## config.mk

```make
export PLATFORM = sky130hd
export DESIGN_NAME = axis_pcie_tx_elastic_pipe
export DESIGN_NICKNAME = d
export VERILOG_FILES = /design/src/rtl/ofs_fim_if_pkg.sv /design/src/rtl/ofs_fim_axis_pipe_pkg.sv /design/src/rtl/axis_pipe_ram.sv /design/src/rtl/axis_pcie_tx_elastic_pipe.sv
export SDC_FILE = /design/constraint.sdc
export NUM_CORES = 1
export LEC_CHECK = 0
export BUFFER_PORTS_ARGS = -buffer_cell sky130_fd_sc_hd__buf_4
export CAP_MARGIN = 10
export CORE_MARGIN = 4
export CORE_UTILIZATION = 45
export DETAILED_ROUTE_END_ITERATION = 8
export SLEW_MARGIN = 20
export SYNTH_ARGS = -nofsm -noshare
export SYNTH_HDL_FRONTEND = slang
export SYNTH_HIERARCHICAL = 1
export SYNTH_SLANG_ARGS = --single-unit
```

## constraint.sdc

```tcl
create_clock -name s_if_clk -period 100.4 [get_ports s_if_clk]
set_input_delay 5.02 -clock s_if_clk [delete_from_list [all_inputs] [get_ports s_if_clk]]
set_output_delay 5.02 -clock s_if_clk [all_outputs]
set_load 0.02 [all_outputs]
```

## src/rtl/ofs_fim_if_pkg.sv

```systemverilog
// Interface-level width defaults for the AXIS PCIe TX path.
package ofs_fim_if_pkg;
  localparam int AXIS_PCIE_DW    = 512;
  localparam int AXIS_PCIE_TX_UW = 8;
endpackage

```

## src/rtl/ofs_fim_axis_pipe_pkg.sv

```systemverilog
// Shared types and helpers for AXIS pipeline buffers.
package ofs_fim_axis_pipe_pkg;
  import ofs_fim_if_pkg::*;

  // One AXIS beat at the default PCIe TX widths. Buffers built with other
  // widths declare a local struct with the same field order.
  typedef struct packed {
    logic [AXIS_PCIE_DW-1:0]    tdata;
    logic                       tlast;
    logic [AXIS_PCIE_TX_UW-1:0] tuser;
  } t_axis_beat;

  function automatic bit is_pow2(input int n);
    return (n >= 2) && ((n & (n - 1)) == 0);
  endfunction
endpackage

```

## src/rtl/axis_pipe_ram.sv

```systemverilog
// DEPTH-entry register array: synchronous write, asynchronous read.
module axis_pipe_ram #(
  parameter  int WIDTH = 8,
  parameter  int DEPTH = 4,
  localparam int AW    = $clog2(DEPTH)
) (
  input  logic             clk,
  input  logic             we,
  input  logic [AW-1:0]    waddr,
  input  logic [WIDTH-1:0] wdata,
  input  logic [AW-1:0]    raddr,
  output logic [WIDTH-1:0] rdata
);
  logic [WIDTH-1:0] mem [DEPTH];

  // Storage is not reset; occupancy guards every read.
  always_ff @(posedge clk) begin
    if (we) mem[waddr] <= wdata;
  end

  assign rdata = mem[raddr];
endmodule

```

## src/rtl/axis_pcie_tx_elastic_pipe.sv

```systemverilog
// Elastic AXIS TX buffer between the TX arbiter and the PCIe IP.
// MODE 0 forwards as soon as a beat lands; MODE 1 holds beats until a whole
// packet is buffered, falling back to cut-through for packets longer than
// the buffer so the pipe can never wedge.
module axis_pcie_tx_elastic_pipe
  import ofs_fim_if_pkg::*;
  import ofs_fim_axis_pipe_pkg::*;
#(
  parameter  int TDATA_WIDTH    = AXIS_PCIE_DW,
  parameter  int TUSER_WIDTH    = AXIS_PCIE_TX_UW,
  parameter  int DEPTH          = 4,
  parameter  int MODE           = 0,
  parameter  int AFULL_THRESH   = DEPTH - 1,
  parameter  bit TREADY_RST_VAL = 1'b0,
  localparam int PW             = $clog2(DEPTH),
  localparam int OW             = $clog2(DEPTH + 1)
) (
  input  logic                   s_if_clk,
  input  logic                   s_if_rst_n,
  input  logic                   s_tvalid,
  output logic                   s_tready,
  input  logic [TDATA_WIDTH-1:0] s_tdata,
  input  logic                   s_tlast,
  input  logic [TUSER_WIDTH-1:0] s_tuser,
  output logic                   m_tvalid,
  input  logic                   m_tready,
  output logic [TDATA_WIDTH-1:0] m_tdata,
  output logic                   m_tlast,
  output logic [TUSER_WIDTH-1:0] m_tuser,
  output logic [OW-1:0]          occupancy,
  output logic                   almost_full,
  output logic [OW-1:0]          pkt_cnt,
  output logic                   err_pkt_too_long
);
  typedef struct packed {
    logic [TDATA_WIDTH-1:0] tdata;
    logic                   tlast;
    logic [TUSER_WIDTH-1:0] tuser;
  } beat_t;

  generate
    if (!is_pow2(DEPTH)) begin : g_depth_chk
      $error("axis_pcie_tx_elastic_pipe: DEPTH must be a power of 2 and >= 2");
    end
  endgenerate

  logic [PW-1:0] wr_ptr, rd_ptr;
  logic [OW-1:0] occ_q, occ_nxt, pkt_q, pkt_nxt;
  logic          rdy_q, afull_q, fallback, err_q;
  logic          wr, rd, pkt_inc, pkt_dec;
  beat_t         wbeat, rbeat;

  assign wbeat = '{tdata: s_tdata, tlast: s_tlast, tuser: s_tuser};

  axis_pipe_ram #(.WIDTH($bits(beat_t)), .DEPTH(DEPTH)) u_ram (
    .clk  (s_if_clk),
    .we   (wr),
    .waddr(wr_ptr),
    .wdata(wbeat),
    .raddr(rd_ptr),
    .rdata(rbeat)
  );

  // Handshakes; ready and valid come from registered state only.
  always_comb begin
    s_tready = rdy_q;
    m_tvalid = (occ_q != '0) & ((MODE == 0) | (pkt_q != '0) | fallback);
    wr       = s_tvalid & rdy_q;
    rd       = m_tvalid & m_tready;
    pkt_inc  = wr & s_tlast;
    pkt_dec  = rd & rbeat.tlast;
  end

  // Next occupancy and packet count; simultaneous in/out cancel.
  always_comb begin
    occ_nxt = occ_q;
    pkt_nxt = pkt_q;
    if (wr & ~rd)      occ_nxt = occ_q + 1'b1;
    else if (rd & ~wr) occ_nxt = occ_q - 1'b1;
    if (pkt_inc & ~pkt_dec)      pkt_nxt = pkt_q + 1'b1;
    else if (pkt_dec & ~pkt_inc) pkt_nxt = pkt_q - 1'b1;
  end

  // Pointers, counters, flow-control status and the oversize-packet escape.
  always_ff @(posedge s_if_clk or negedge s_if_rst_n) begin
    if (!s_if_rst_n) begin
      wr_ptr   <= '0;
      rd_ptr   <= '0;
      occ_q    <= '0;
      pkt_q    <= '0;
      rdy_q    <= TREADY_RST_VAL;
      afull_q  <= 1'b0;
      fallback <= 1'b0;
      err_q    <= 1'b0;
    end else begin
      if (wr) wr_ptr <= wr_ptr + 1'b1;
      if (rd) rd_ptr <= rd_ptr + 1'b1;
      occ_q   <= occ_nxt;
      pkt_q   <= pkt_nxt;
      rdy_q   <= (occ_nxt != OW'(DEPTH));
      afull_q <= (occ_nxt >= OW'(AFULL_THRESH));
      // A full buffer with no complete packet can only be a packet longer
      // than DEPTH: let it drain cut-through until its tail leaves.
      if (MODE == 1) begin
        if (pkt_dec) begin
          fallback <= 1'b0;
        end else if ((occ_q == OW'(DEPTH)) && (pkt_q == '0)) begin
          fallback <= 1'b1;
          err_q    <= 1'b1;
        end
      end
    end
  end

  assign m_tdata          = rbeat.tdata;
  assign m_tlast          = rbeat.tlast;
  assign m_tuser          = rbeat.tuser;
  assign occupancy        = occ_q;
  assign pkt_cnt          = pkt_q;
  assign almost_full      = afull_q;
  assign err_pkt_too_long = err_q;
endmodule

```

# After elaboration in Yosys (flattened, before gate mapping)
# Memories as Yosys holds them, arrays and structs flattened.
# Cells that the tools add are included.
[word_totals] ff_bits=12 ramBits=2084 inputBits=525 output_inout_bits=531 word_cells=35 memories=1
[mem_list] memory="u_ram.mem" depth=4 word_bits=521 rd=1 rd_ports_with_merged_regs=0 wr=1 line="axis_pipe_ram.sv:14" source="logic [WIDTH-1:0] mem [DEPTH];"
[op_classes] add_sub_neg=6 order_cmp=1 eq_ne=1 n_mux=6 bitwise=12 n_reduce_logical=2
[op_table] cell="$mux 3" count=4
[op_table] cell="$and 1x1->1" count=8
[op_table] cell="$add 3x1->3 const B" count=2
[op_table] cell="$sub 3x1->3 const B" count=2
[op_table] cell="$add 2x1->2 const B" count=2
[op_table] cell="$not 1->1" count=4
[op_table] cell="$ge 3x2->1 const B" count=1
[op_table] cell="$ne 3x3->1 const B" count=1
[op_table] cell="$reduce_bool 3->1" count=1
[op_table] cell="$mux 1" count=2
[op_table] cell="$reduce_bool 2->1" count=1

# Longest topological paths before layout
# Gate-level depths: netlist of the first run.
[depth] word_depth=6 depth_mapped=11

# Hierarchy
# Netlist of the first run, hierarchy kept.
[modules_own_cells] mod="axis_pipe_ram" n_inst=1 cells_each=2725 area_per_inst_um2=75740.1
[modules_own_cells] mod="axis_pcie_tx_elastic_pipe" n_inst=1 cells_each=63 area_per_inst_um2=683.2

# Worst setup path before layout of the first run
# Ideal clock, no wire load.
[synth_path] path_type="input-to-reg" start="in s_tvalid" end="mem u_ram/mem[0][0] (netlist bit) (enable)" setup_time_ns=2.152 arrival_time_ns=42.775 required_time_ns=98.248 slack_ns=55.473 path_stages=3 path_buffers=0 path_cell_list="nand2_2 > inv_1 > nor3b_1"
[synth_between] elab_chain_len=3
[synth_rtl] element="start: declaration" line="axis_pcie_tx_elastic_pipe.sv:20" source="input logic s_tvalid,"
[synth_rtl] element="$and 1x1->1" line="axis_pcie_tx_elastic_pipe.sv:68" source="wr = s_tvalid & rdy_q;"
[synth_rtl] element="named net wr" line="axis_pcie_tx_elastic_pipe.sv:50" source="logic wr, rd, pkt_inc, pkt_dec;"
[synth_rtl] element="$mux 1" line="axis_pipe_ram.sv:18" source="if (we) mem[waddr] <= wdata;"
[synth_rtl] element="$mux 1 (not written as such)" line="axis_pipe_ram.sv:18"
[synth_rtl] element="end: declaration" line="axis_pipe_ram.sv:14"
# The timed path passes the listed nets, and every way through them passes these cells.

# Final worst setup path of the first run
[layout_path] start="reg rd_ptr[1]" end="out m_tdata[375]"
[layout_between] elab_chain_len=1
[layout_rtl] element="start: declaration" line="axis_pcie_tx_elastic_pipe.sv:47" source="logic [PW-1:0] wr_ptr, rd_ptr;"
[layout_rtl] element="start signal: assignment" line="axis_pcie_tx_elastic_pipe.sv:97" source="if (rd) rd_ptr <= rd_ptr + 1'b1;"
[layout_rtl] element="$mem_v2 4x521"
[layout_rtl] element="end: declaration" line="axis_pcie_tx_elastic_pipe.sv:27" source="output logic [TDATA_WIDTH-1:0] m_tdata,"
# No other way between the ends.

==> results of run 1 <==
Yosys cell counts (2+ instances only):
| master | number | area, um2 |
|---|---|---|
| edfxtp_1 | 2084 | 62580 |
| mux4_2 | 521 | 11730 |
| buf_12 | 54 | 1081 |
| buf_2 | 50 | 250.2 |
| dfrtp_1 | 12 | 300.3 |
| clkbuf_1 | 8 | 30.03 |
| inv_1 | 6 | 22.52 |
| nand2_1 | 5 | 18.77 |
| xnor2_1 | 5 | 43.79 |
| buf_4 | 4 | 30.03 |
| ha_1 | 4 | 50.05 |
| nand3_1 | 4 | 20.02 |
| xor2_1 | 3 | 26.28 |
| and3_1 | 2 | 12.51 |
| and3b_1 | 2 | 17.52 |
through the flow:
step	utilization [%]	power [W]	instances	worst slack (ns)
2_1_floorplan	-	0.002032	2788	55.47
3_3_place_gp	51.30	0.002300	5968	91.19
3_5_place_dp	51.30	0.002305	5968	91.20
4_1_cts	55.15	0.003044	6352	90.74
5_1_grt	55.20	0.003122	6384	90.55
6_report	55.21	0.002995	6394	90.92
registers in the layout, indices dropped and copies added (netlist names):
register,flops
u_ram/mem,2084
occupancy,3
pkt_cnt,3
rd_ptr,2
wr_ptr,2
almost_full,1
s_tready,1
cell type report:
type                       count  area share (%)
inverter                       6         0.02428
clock inverter               117           1.005
tap                         2204           2.973
sequential                  2096           67.81
antenna                       42          0.1133
multi-input combinational    569           13.09
timing repair buffer        1093           9.023
clock buffer                 267           5.966
placed cells by master (no fill, tap or decap), drive strengths merged, types with 2 or more instances in the layout:
cell type  count
edfxtp      2084
buf         1093
mux4         521
clkbuf       267
clkinv        94
diode         42
inv           14
dfrtp         12
bufinv        11
nand2          6
xnor2          5
nand3          4
ha             4
clkinvlp       4
xor2           3
and3           3
and3b          2
logic make-up (layout without fill, tap and decap cells):
kind of cell	after synthesis	in the layout	synth area share, %
AO/OA/AOI/OAI	7	7	0.07368
XOR/XNOR	8	8	0.09169
adder cells (fa/ha/maj)	5	5	0.09169
buffers and inverters	123	1483	1.865
flip-flops	2096	2096	82.28
multiplexers	522	522	15.37
other	1	43	0.004907
AND/OR/NAND/NOR	26	26	0.2260
path summary, 6_finish.rpt:
check / to / cells after the start
worst max register to register: u_ram/mem[2][358]$_DFFE_PP_ / 6
min in group asynchronous: pkt_cnt[0]$_DFFE_PN0P_ / 1
max in group asynchronous: rd_ptr[1]$_DFFE_PN0P_ / 1
worst max-delay path: m_tdata[375] / 4
worst min-delay path: pkt_cnt[0]$_DFFE_PN0P_ / 1
worst min register to register: pkt_cnt[0]$_DFFE_PN0P_ / 1
power breakdown:
part	switching [W]	total, W	internal (W)
clock	0.000317	0.000734	0.000417
sequential	0.0000459	0.00122	0.00117
combinational	0.000617	0.00105	0.000429
routing by layer:
metal  track usage [%]  vias up  wire (um)
met5                 0        -         72
met4             9.469       10       7701
met3             6.264      279      13280
met2             34.58     1012      96500
met1             23.82    18100      64690
li1                  -    14630          -
==> qor.txt, run 1 <==
status - finished clean
Ports - 1056
Max Slew Vio Count - 0
period utilisation layout - 9.441%
num rows - 150
Post-DP HPWL - 116900 um
Yosys reg bits - 2096
crit-path cells - buf_4 > buf_4 > mux4_2 > buf_4
total CTS buffers - 210
post-CTS sizing - 0
FMAX - 105.5 MHz
area of the multi-input gates - 0.01214 mm2
GRT overflow - 0
Clock Sinks - 2096
Critical Path Most Common Cell - buf_4
1st-pass router iterations - 5
Worst path max stage delay - 1.11 ns
Port Buf Inserts - 1054
Post-Syn Instances - 2788
Final Net Count - 4506
number of max-cap violations - 0
CP Capture Type - primary output
DIE AREA - 0.1765 mm2
drt total wl - 182300 um
Async S/R FF share, synth - 0.5725%
detailed-route DRC error count - 0
Hold Vio Cnt, Final - 0
Max Fanout on Critical Path - 66
count of different cell masters after synthesis - 39
Setup TNS Final - 0 ns
layout cells sized above 1 - 46.12%
vias per cell - 5.322
total core area - 0.1680 mm2
Leak - 31.21 nW
Synth Flop Type - edfxtp_1
Die H - 420.1 um
Post-Route Skew - 0.02559 ns
fillers - 12650
via count - 34030
WL/cell - 28.50 um
worst slew pin tran - 1.067 ns
unrepaired setup endpoints after global routing - no
register area share after synthesis - 82.28%
critical path's slowest cell - dfrtp_4
maximum clock insertion buffer count - 3
Worst Path Buf+Inv - 3
latest clock arrival within the worst-skew pair - 0.84 ns
All-Layer GR Usage - 20.37%
Data arrival, critical path - 4.46 ns
critical path type - reg2out
final instance area - 0.09274 mm2
vias in the first global route - 35770
GPL Wtd Cong - 0.7893
Initial Util - 45.50%
number of DRC markers in iteration 0 - 2458
clock-pin slew on the worst setup and hold paths - 0.06 ns
Setup Viol. Count Final - 0
# Post-CTS Setup Buffers - 0
worst-case hold slack - 0.5566 ns
Hold Crit Class - reg2reg
EDFF count, synth - 2084
Startpoint Class - flip-flop
antenna-violating nets left - 0
Worst VDD drop - 24.51 uV
DIE WIDTH - 420.1 um
Rel. slew slack - 28.88%
TritonCTS clock tree - done
first-pass GRT wire length - 257100 um
flop-to-flop setup slack - 95.92 ns
dpl cell area - 0.08617 mm2
Tmin final - 9.479 ns
Area growth syn-to-layout - 21.35%
root buffer cell - clkbuf_16
hold_sp - pkt_cnt[0]$_DFFE_PN0P_
critical path launch point - rd_ptr[1]$_DFFE_PN0P_
CP Data Required Time - 95.38 ns
initial antenna violation count - 52
Register Area - 0.06289 mm2
total nets after synthesis - 3318
Synth Cell Area - 0.07642 mm2
Yosys warning total - 8
largest net degree at the start of global routing - 154
worst r2r src - s_tready$_DFF_PN0_
Hold-fix buffers, CTS - 0
Pwr Density - 32.30 mW/mm2
syn avg cell area - 27.41 um2
H-tree depth - 4
Top delay family on crit path - buffers and inverters
Power figures use the tool's default switching activity.
==> run 2: changes to the inputs <==
--- a/config.mk
+++ b/config.mk
@@ -10,6 +10,7 @@
 export CORE_MARGIN = 4
 export CORE_UTILIZATION = 45
 export DETAILED_ROUTE_END_ITERATION = 8
+export PLACE_DENSITY = 0.67
 export SLEW_MARGIN = 20
 export SYNTH_ARGS = -nofsm -noshare
 export SYNTH_HDL_FRONTEND = slang
==> constraint.sdc (replaced) <==
create_clock -name s_if_clk -period 7.8 [get_ports s_if_clk]
set_input_delay 0.39 -clock s_if_clk [delete_from_list [all_inputs] [get_ports s_if_clk]]
set_output_delay 0.39 -clock s_if_clk [all_outputs]
set_load 0.02 [all_outputs]
==> run 2 against run 1 <==
Effect of this change:
- power grew to 13 times the previous value
- global-route usage shrank 0.55 points
- clock power increased to 13 times the previous value
- routed wire length fell by 3.2%
- worst hold slack worse by 0.27 ns
- sequential power grew to 13 times the previous value
- die area is the same
- first-iteration DRC count fell by 2.6%
- highest routed layer unchanged
==> qor.txt, run 2 (synthesis results as in run 1) <==
most flop-heavy register - u_ram/mem
via count - 36340 (+6.8%)
root buffer cell - clkbuf_16
final core occ - 58.52% (+3.3 points)
status - finished clean
Tmin final - 4.239 ns
post-CTS sizing - 0 (unchanged)
period utilisation layout - 54.35%
worst-case hold slack - 0.2823 ns (-0.2743 ns)
Post-Route Skew - 0.04361 ns (+0.01802 ns)
clock-pin slew on the worst setup and hold paths - 0.06 ns (about the same)
Hold Crit Class - in2reg
GPL Wtd Cong - 0.7946 (+0.67%)
CP Capture Type - primary output
Final WS setup - 3.561 ns (-87.36 ns)
layout cells sized above 1 - 41.02% (-5.1 points)
vias in the first global route - 38780 (+8.4%)
All-Layer GR Usage - 19.82% (-0.55 points)
total core area - 0.1680 mm2 (unchanged)
Initial Util - 45.50% (unchanged)
unrepaired setup endpoints after global routing - no
Ports - 1056 (unchanged)
Setup TNS Final - 0 ns (unchanged)
Startpoint Class - flip-flop
# Post-CTS Setup Buffers - 0 (unchanged)
1st-pass router iterations - 5 (unchanged)
Rel. slew slack - 23.03% (-5.9 points)
drt total wl - 176400 um (-3.2%)
CP Data Required Time - 7.41 ns (-87.97 ns)
Worst VDD drop - 409.7 uV (+1600%)
largest net degree at the start of global routing - 139 (-9.7%)
DIE WIDTH - 420.1 um (unchanged)
Port Buf Inserts - 1054 (unchanged)
Pwr Density - 395.4 mW/mm2 (+1100%)
FMAX - 235.9 MHz
worst slew pin tran - 1.155 ns (+0.08786 ns)
first-pass GRT wire length - 257800 um (+0.27%)
Setup Viol. Count Final - 0 (unchanged)
number of DRC markers in iteration 0 - 2394 (-2.6%)
Clock Sinks - 2096 (unchanged)
Final Net Count - 5035 (+12%)
Area growth syn-to-layout - 28.62%
Data arrival, critical path - 3.85 ns (-0.61 ns)
maximum clock insertion buffer count - 3 (unchanged)
latest clock arrival within the worst-skew pair - 0.85 ns (about the same)
num rows - 150 (unchanged)
Setup WS pre-CTS - 4.305 ns (-86.90 ns)
Hold-fix buffers, CTS - 525 (+525)
max reg flops - 2084 (unchanged)
most frequent cells in the layout - edfxtp_1 (2084), buf_4 (1084), dlygate4sd3_1 (525)
Max Fanout on Critical Path - 43 (-35%)
total CTS buffers - 204 (-2.9%)
Leak - 33.50 nW (+7.3%)
antenna-violating nets left - 0 (unchanged)
Post-DP HPWL - 112600 um (-3.7%)
GRT overflow - 0 (unchanged)
DIE AREA - 0.1765 mm2 (unchanged)
initial antenna violation count - 35 (-33%)
TritonCTS clock tree - done
number of max-cap violations - 0 (unchanged)
H-tree depth - 4 (unchanged)
detailed-route DRC error count - 0 (unchanged)
Hold Vio Cnt, Final - 0 (unchanged)
vias per cell - 5.264 (-1.1%)
Die H - 420.1 um (unchanged)
critical path type - reg2out
most common cell after layout, fill and taps aside - edfxtp_1
WL/cell - 25.55 um (-10%)
Max Slew Vio Count - 0 (unchanged)
==> run 2: changes by cell type in the layout (fill, tap and decap cells not counted), moves of 6 or more <==
cell / delta
clkbuf_1: -14
clkinv_1: +9
inv_6: -6
dlygate4sd3_1: +525
clkinv_2: -20
buf_12: +6
bufinv_16: +8
diode_2: -12
clkbuf_16: -6
==> run 2: path summary, 6_finish.rpt <==
path,startpoint,end,slack [ns],cells past startpoint
worst min register to register,pkt_cnt[2]$_DFFE_PN0P_,pkt_cnt[2]$_DFFE_PN0P_,0.49,1
min in group asynchronous,s_if_rst_n,wr_ptr[1]$_DFFE_PN0P_,0.69,3
worst max register to register,s_tready$_DFF_PN0_,u_ram/mem[1][230]$_DFFE_PP_,4.67,5
max in group asynchronous,s_if_rst_n,rd_ptr[1]$_DFFE_PN0P_,6.68,3
worst min-delay path,s_tdata[24],u_ram/mem[2][33]$_DFFE_PP_,0.28,2
worst max-delay path,rd_ptr[0]$_DFFE_PN0P_,m_tdata[290],3.56,4
==> run 2: per-stage QoR <==
stage | total power, W | cells | instance area, um2
floorplan | 0.02554 | 2788 | 76440
global placement | 0.02936 | 5978 | 86330
detailed placement | 0.02947 | 5978 | 86330
CTS | 0.03937 | 6873 | 98220
global route | 0.04049 | 6896 | 98280
finish | 0.03886 | 6903 | 98300
==> run 2: report_power, final <==
part / total, W / internal, W / switching, W / leakage (nW)
clock: 0.00962 / 0.00553 / 0.00409 / 3.20
combinational: 0.0136 / 0.00574 / 0.00789 / 11.1
sequential: 0.0156 / 0.0150 / 0.000571 / 19.2
==> run 2: final cells by class <==
class                           count  area, um2
Fill cell                       11710      69680
Sequential cell                  2096      62890
Timing Repair Buffer             1628      13770
Multi-Input combinational cell    569      12140
Clock buffer                      250       5371
Tap cell                         2204       2758
Clock inverter                    120       1265
Antenna cell                       30      75.07
Inverter                            6      22.52
==> run 2: per-layer routing <==
layer / up-vias / routed length, um / part of all wire [%] / global-route usage (%)
met2: 1233 / 91470 / 52 / 33.60
li1: 15660 / - / - / -
met5: - / 28 / 0.016 / 0
met1: 19080 / 63230 / 36 / 23.39
met4: 4 / 8775 / 5.0 / 9.368
met3: 350 / 12850 / 7.3 / 5.754
==> run 2: critical path: stages, from the launching register on <==
cell,delay (ns)
dfrtp_4,0.99
buf_12,0.34
buf_4,0.72
mux4_2,0.63
buf_4,0.18
